$ cat config.mk
export PLATFORM = sky130hd
export DESIGN_NAME = mem_access_unit
export DESIGN_NICKNAME = d
export VERILOG_FILES = /design/src/rtl/mem_access_unit.sv
export SDC_FILE = /design/constraint.sdc
export NUM_CORES = 1
export LEC_CHECK = 0
export ABC_CLOCK_PERIOD_IN_PS = 4500
export BUFFER_PORTS_ARGS = -buffer_cell sky130_fd_sc_hd__buf_2
export CORE_ASPECT_RATIO = 1.2
export CORE_UTILIZATION = 53
export DETAILED_ROUTE_END_ITERATION = 7
export HOLD_SLACK_MARGIN = 0.15
export PLACE_DENSITY = 0.85
export SETUP_SLACK_MARGIN = 0.5
export SLEW_MARGIN = 10
export SYNTH_ARGS = -nofsm -noshare
export SYNTH_HDL_FRONTEND = slang
export SYNTH_SLANG_ARGS = --single-unit
$ cat constraint.sdc
create_clock -name clk -period 4.5 [get_ports clk]
set_input_delay 0.675 -clock clk [delete_from_list [all_inputs] [get_ports clk]]
set_output_delay 0.675 -clock clk [all_outputs]
set_load 0.005 [all_outputs]
$ cat src/rtl/mem_access_unit.sv
// MEM-stage load/store unit with a req/ack data-memory port.
// Aligns/extends loads, replicates stores, flags misalign and timeouts.
module mem_access_unit #(
   parameter int unsigned MAX_WAIT = 16,
   parameter int unsigned CNT_W    = 5
) (
   input  logic        clk,
   input  logic        rstn,
   input  logic        op_valid,
   input  logic        mem_read,
   input  logic        mem_write,
   input  logic [2:0]  ld_mode,
   input  logic [2:0]  st_mode,
   input  logic [31:0] addr,
   input  logic [31:0] wdata,
   output logic        stall,
   output logic [31:0] ld_data,
   output logic        ld_valid,
   output logic        misalign,
   output logic        bus_err,
   output logic        mem_req,
   output logic        mem_we,
   output logic [31:0] mem_addr,
   output logic [3:0]  mem_be,
   output logic [31:0] mem_wdata,
   input  logic        mem_ack,
   input  logic [31:0] mem_rdata
);

   typedef enum logic [1:0] {IDLE, REQ, DONE} state_e;

   localparam logic [CNT_W-1:0] MAX_CNT = CNT_W'(MAX_WAIT);

   state_e state_q, state_d;
   logic mem_req_q, mem_req_d;
   logic mem_we_q, mem_we_d;
   logic [31:0] mem_addr_q, mem_addr_d;
   logic [3:0] mem_be_q, mem_be_d;
   logic [31:0] mem_wdata_q, mem_wdata_d;
   logic [31:0] ld_data_q, ld_data_d;
   logic ld_valid_q, ld_valid_d;
   logic misalign_q, misalign_d;
   logic bus_err_q, bus_err_d;
   logic [CNT_W-1:0] cnt_q, cnt_d;
   logic [2:0] lmode_q, lmode_d;
   logic [1:0] off_q, off_d;

   logic start, aligned, half_op, byte_op;
   logic [3:0] st_be;
   logic [31:0] st_data;
   logic [7:0] rd_byte;
   logic [15:0] rd_half;
   logic [31:0] ld_ext;
   logic [CNT_W-1:0] cnt_inc;

   // Request decode: alignment, store lanes, stall.
   always_comb begin
      start   = op_valid & (mem_read | mem_write) & (state_q != REQ);
      half_op = mem_read ? (ld_mode == 3'b011 || ld_mode == 3'b100)
                         : (st_mode == 3'b100);
      byte_op = mem_read ? (ld_mode == 3'b001 || ld_mode == 3'b010)
                         : (st_mode == 3'b010);
      if (byte_op)
         aligned = 1'b1;
      else if (half_op)
         aligned = ~addr[0];
      else
         aligned = (addr[1:0] == 2'b00);
      st_be   = 4'b1111;
      st_data = wdata;
      if (!mem_read && byte_op) begin
         st_be   = 4'b0001 << addr[1:0];
         st_data = {4{wdata[7:0]}};
      end else if (!mem_read && half_op) begin
         st_be   = addr[1] ? 4'b1100 : 4'b0011;
         st_data = {2{wdata[15:0]}};
      end
      stall = (start & aligned) | (state_q == REQ);
   end

   // Load lane select and sign/zero extension.
   always_comb begin
      rd_byte = mem_rdata[{off_q, 3'b000} +: 8];
      rd_half = mem_rdata[{off_q[1], 4'b0000} +: 16];
      case (lmode_q)
         3'b001:  ld_ext = {{24{rd_byte[7]}}, rd_byte};
         3'b010:  ld_ext = {24'h0, rd_byte};
         3'b011:  ld_ext = {{16{rd_half[15]}}, rd_half};
         3'b100:  ld_ext = {16'h0, rd_half};
         default: ld_ext = mem_rdata;
      endcase
   end

   // Next-state logic for the access FSM and its registered outputs.
   always_comb begin
      state_d     = state_q;
      mem_req_d   = mem_req_q;
      mem_we_d    = mem_we_q;
      mem_addr_d  = mem_addr_q;
      mem_be_d    = mem_be_q;
      mem_wdata_d = mem_wdata_q;
      ld_data_d   = ld_data_q;
      ld_valid_d  = 1'b0;
      misalign_d  = 1'b0;
      bus_err_d   = 1'b0;
      cnt_d       = cnt_q;
      lmode_d     = lmode_q;
      off_d       = off_q;
      cnt_inc     = cnt_q + 1'b1;
      case (state_q)
         REQ: begin
            if (mem_ack) begin
               state_d   = DONE;
               mem_req_d = 1'b0;
               if (!mem_we_q) begin
                  ld_data_d  = ld_ext;
                  ld_valid_d = 1'b1;
               end
            end else if (MAX_WAIT != 0 && cnt_inc == MAX_CNT) begin
               state_d   = IDLE;
               mem_req_d = 1'b0;
               bus_err_d = 1'b1;
            end else begin
               cnt_d = cnt_inc;
            end
         end
         default: begin
            state_d = IDLE;
            if (start && aligned) begin
               state_d     = REQ;
               mem_req_d   = 1'b1;
               mem_we_d    = ~mem_read;
               mem_addr_d  = {addr[31:2], 2'b00};
               mem_be_d    = mem_read ? 4'b1111 : st_be;
               mem_wdata_d = st_data;
               cnt_d       = '0;
               lmode_d     = ld_mode;
               off_d       = addr[1:0];
            end else if (start) begin
               misalign_d = 1'b1;
            end
         end
      endcase
   end

   // State and output registers.
   always_ff @(posedge clk or negedge rstn) begin
      if (!rstn) begin
         state_q     <= IDLE;
         mem_req_q   <= 1'b0;
         mem_we_q    <= 1'b0;
         mem_addr_q  <= '0;
         mem_be_q    <= '0;
         mem_wdata_q <= '0;
         ld_data_q   <= '0;
         ld_valid_q  <= 1'b0;
         misalign_q  <= 1'b0;
         bus_err_q   <= 1'b0;
         cnt_q       <= '0;
         lmode_q     <= '0;
         off_q       <= '0;
      end else begin
         state_q     <= state_d;
         mem_req_q   <= mem_req_d;
         mem_we_q    <= mem_we_d;
         mem_addr_q  <= mem_addr_d;
         mem_be_q    <= mem_be_d;
         mem_wdata_q <= mem_wdata_d;
         ld_data_q   <= ld_data_d;
         ld_valid_q  <= ld_valid_d;
         misalign_q  <= misalign_d;
         bus_err_q   <= bus_err_d;
         cnt_q       <= cnt_d;
         lmode_q     <= lmode_d;
         off_q       <= off_d;
      end
   end

   assign mem_req   = mem_req_q;
   assign mem_we    = mem_we_q;
   assign mem_addr  = mem_addr_q;
   assign mem_be    = mem_be_q;
   assign mem_wdata = mem_wdata_q;
   assign ld_data   = ld_data_q;
   assign ld_valid  = ld_valid_q;
   assign misalign  = misalign_q;
   assign bus_err   = bus_err_q;

endmodule

==> results.md <==
- Compared with the post-synthesis result, the final layout area differs by 30.50%.
- Entering global routing, the biggest net connects 81 pins.
- The final number of max-transition violations is 0.
- The post-cts hold buffer count is 0.
- The initial antenna violation count is 0.
- The sequential share of the synthesized area is 51.02%.
- The average routed wire per standard cell is 17.80 um.
- For the worst setup path, the data arrival time is 2390 ps.
- The number of input and output port buffers inserted is 211.
- The analysis attributes to cell leakage a power of 0.003581 uW.
- The type of origin of the critical path is an input port.
- In the final layout, the share of cells above drive strength 1 is 37.78%.
- The number of buffers on the longest clock path is 2.
- The register clock-pin slew on the reported worst setup and hold paths is 50 ps.
- In this run the critical register-to-register path is launched from off_q[1]$_DFFE_PN0P_.
- The slew at the pin closest to its max-slew limit is 1052 ps.
- The starting DRC count in detailed routing is 358.
- Among all flip-flop cells after synthesis, the most frequent one is dfrtp_1.
- The final instance area is 0.007361 sq mm.
- For this design the ratio of total power to cell area is 603.9 mW/mm^2.
- The filler cells instantiated in the layout total 706.
- The clock latency on the worst-skew pair is 410 ps.
- After floorplanning, the core was divided into 40 placement rows.
- The average via count per standard cell is 5.842.
- The die footprint is 0.01106 sq mm.
- The number of buffers created by CTS is 17.
- The worst setup path is of the input port to output pin kind.
- Timing would allow up to 0.3263 GHz.
- Tracing the worst setup path back leads to its startpoint at mem_read.
- The final critical-path share of the clock period is 68.11%.
- The count of final hold-check violations is 0.
- Once the clock tree was built, the setup fixing pass inserted 0 buffers.
- Setup repair after global routing left no endpoint under its margin.
- The number of cells upsized or downsized after cts is 0.
- The CTS root buffer is clkbuf_16.
- The kind of path behind the tightest hold check is input port to asynchronous set/reset pin.
- The via count of the first global-routing pass is 5029.
- STA classifies the critical path endpoint as an output pin.
- Setup violations remaining at the end of the flow were counted as 0.
- In the routed design, unresolved DRC markers number 0.
- Synthesis handed over a netlist of 554 instances.
- The most common cell after layout, fill and taps aside is buf_2.
- The worst register-to-register path has a depth of 5.
- The final wirelength is 15860 um.
- The final antenna-violating net count is 0.
- Between clock sinks in the finished design, the worst skew comes to 7.910 ps.
- A synthesized cell averages 10.18 sq um.
- The total standard cell area after synthesis is 0.005640 sq mm.
- The post-synthesis register bit count is 115.
- The highest fanout seen on the critical path is 34.
- The total global routing track utilization is 29.54%.
- TritonCTS built the clock tree.
- Subtracting the final worst setup slack from the clock period gives 3065 ps.
- The tool flagged a number of max-cap violations equal to 0.
- The number of iterations in the first detailed-routing pass is 6.
- The height of the chip is 115.0 um.
- The number of distinct library cell variants in the gate-level netlist after synthesis is 58.
- The global-route wire length before repair is 24410 um.
- The top cell types in the final layout, fill and taps aside, are buf_2 (210), dfrtp_1 (115), nand2_1 (79).
- Once the floorplan was initialized, standard cells occupied 55.52% of the core.
- The die width is 96.18 um.
- The number of top-level pins is 214.
- Counting flops with a built-in enable in the synthesized netlist gives 0.
- After synthesis, the cell types taking the most area are dfrtp_1 (51%), mux2_2 (6.6%), nand2_1 (5.3%).
- The global route total overflow is 0.
- The number of nets in the final layout is 862.
- Yosys printed 0 warnings.
- The flow ran to the end, and the final reports show no timing, DRC or antenna violations.
- The number of sinks driven by the clock tree is 115.
- The region available for standard cell placement spans 0.01016 sq mm.
- The number of antenna diodes in the final layout is 0.
- Summed over its instances, the top area cell type makes up 51.02% of the synthesized netlist area.
- STA puts the critical path data required time at 3830 ps.
- After legalization and detailed placement, the total HPWL measured 11020 um.
- The maximum ir drop on the vdd rail is 0.3191 mV.
- Summed over all failing endpoints, the final setup total negative slack is 0 ps.
- dfrtp_1 takes more of the synthesized area than any other cell.
- The normalized max-slew margin is 29.58%.
- The post-synthesis async set-or-reset flop share is 100.0%.
- The vias after detailed routing is 5205.
- The placed instances occupy a cell area of 0.006704 sq mm.
- The clock tree synthesis step divided the H-tree into 4 levels.
- The final weighted congestion in routability-driven placement is 0.8950.
==> power breakdown <==
part           internal [uW]  switching [uW]
clock                   1010             461
sequential              1400             266
combinational            629             678
total                   3040            1410
==> stage by stage <==
stage / util [%] / worst slack [ps] / total power (uW) / cells / hold slack, ps
5_1_grt: 72.45 / 1233 / 4699 / 891 / 475.1
3_3_place_gp: 65.99 / 1202 / 2896 / 859 / 459.2
2_1_floorplan: - / 1644 / 2353 / 555 / 379.4
3_5_place_dp: 65.99 / 1118 / 2965 / 859 / 472.0
4_1_cts: 72.45 / 1453 / 4457 / 891 / 454.1
6_report: 72.45 / 1435 / 4445 / 891 / 413.2
==> cells in the mapped netlist, types with 3 or more instances <==
cell type / n
dfrtp_1: 115
clkbuf_1: 21
mux2_2: 33
o2bb2ai_1: 5
nor3b_1: 4
a22oi_1: 9
nor2_1: 48
o21ai_1: 8
a31oi_1: 12
nand2b_1: 3
nand2_1: 79
mux2i_1: 25
o22ai_1: 3
a211oi_1: 3
o311ai_0: 4
xnor2_1: 4
inv_1: 7
a32oi_1: 3
buf_2: 7
a21oi_1: 47
nor3_1: 4
a221oi_1: 4
o211ai_1: 4
nand3_1: 8
nor2b_1: 4
buf_6: 6
buf_1: 3
o31ai_1: 3
o21ai_0: 33
buf_4: 3
mux2_1: 11
==> state kept, by name (all words and copies together), names as in the netlist <==
name	cells
ld_data	32
mem_wdata	32
mem_addr	30
cnt_q	5
mem_be	4
lmode_q	3
off_q	2
state_q	2
bus_err	1
ld_valid	1
mem_req	1
mem_we	1
misalign	1
==> final timing paths <==
path                                                   to  slack (ps)
worst max-delay path                                stall        1440
worst min-delay path               ld_data[2]$_DFFE_PN0P_         410
worst max register to register    ld_data[29]$_DFFE_PN0P_        1520
worst min register to register      mem_be[2]$_DFFE_PN0P_         480
max in group asynchronous       mem_wdata[29]$_DFFE_PN0P_        2990
min in group clk                        bus_err$_DFF_PN0_         470
==> worst max-delay path, cell delays in order <==
cell and delay [ps]:
buf_2 150, or4b_1 760, a41oi_4 300, o21ai_4 260, nand2_1 130, buf_2 120
==> logic make-up after synthesis <==
family / count (synthesis) / synth area share, %
fa+ha+maj: 3 / 0.6211
other cells: 1 / 0.06648
simple gates: 162 / 12.62
flops: 115 / 51.02
mux: 70 / 13.62
compound gates: 150 / 16.84
buf+inv: 47 / 4.281
xor+xnor: 6 / 0.9317
==> layer usage <==
layer	up-vias	part of all wire, %	GRT usage, %
met2	328	52	50.64
met4	0	2.8	13.43
li1	2373	-	-
met5	-	0	0
met3	46	9.4	9.854
met1	2458	36	32.91
==> area by class of cell <==
| cell class | instances | area [sq um] | share of cell area (%) |
|---|---|---|---|
| Timing Repair Buffer | 218 | 1111 | 15.09 |
| Inverter | 7 | 26.28 | 0.3570 |
| Clock buffer | 24 | 511.7 | 6.952 |
| Tap cell | 126 | 157.7 | 2.142 |
| Sequential cell | 115 | 2878 | 39.10 |
| Clock inverter | 8 | 145.1 | 1.972 |
| Multi-Input combinational cell | 393 | 2531 | 34.39 |
Power figures use the tool's default switching activity.
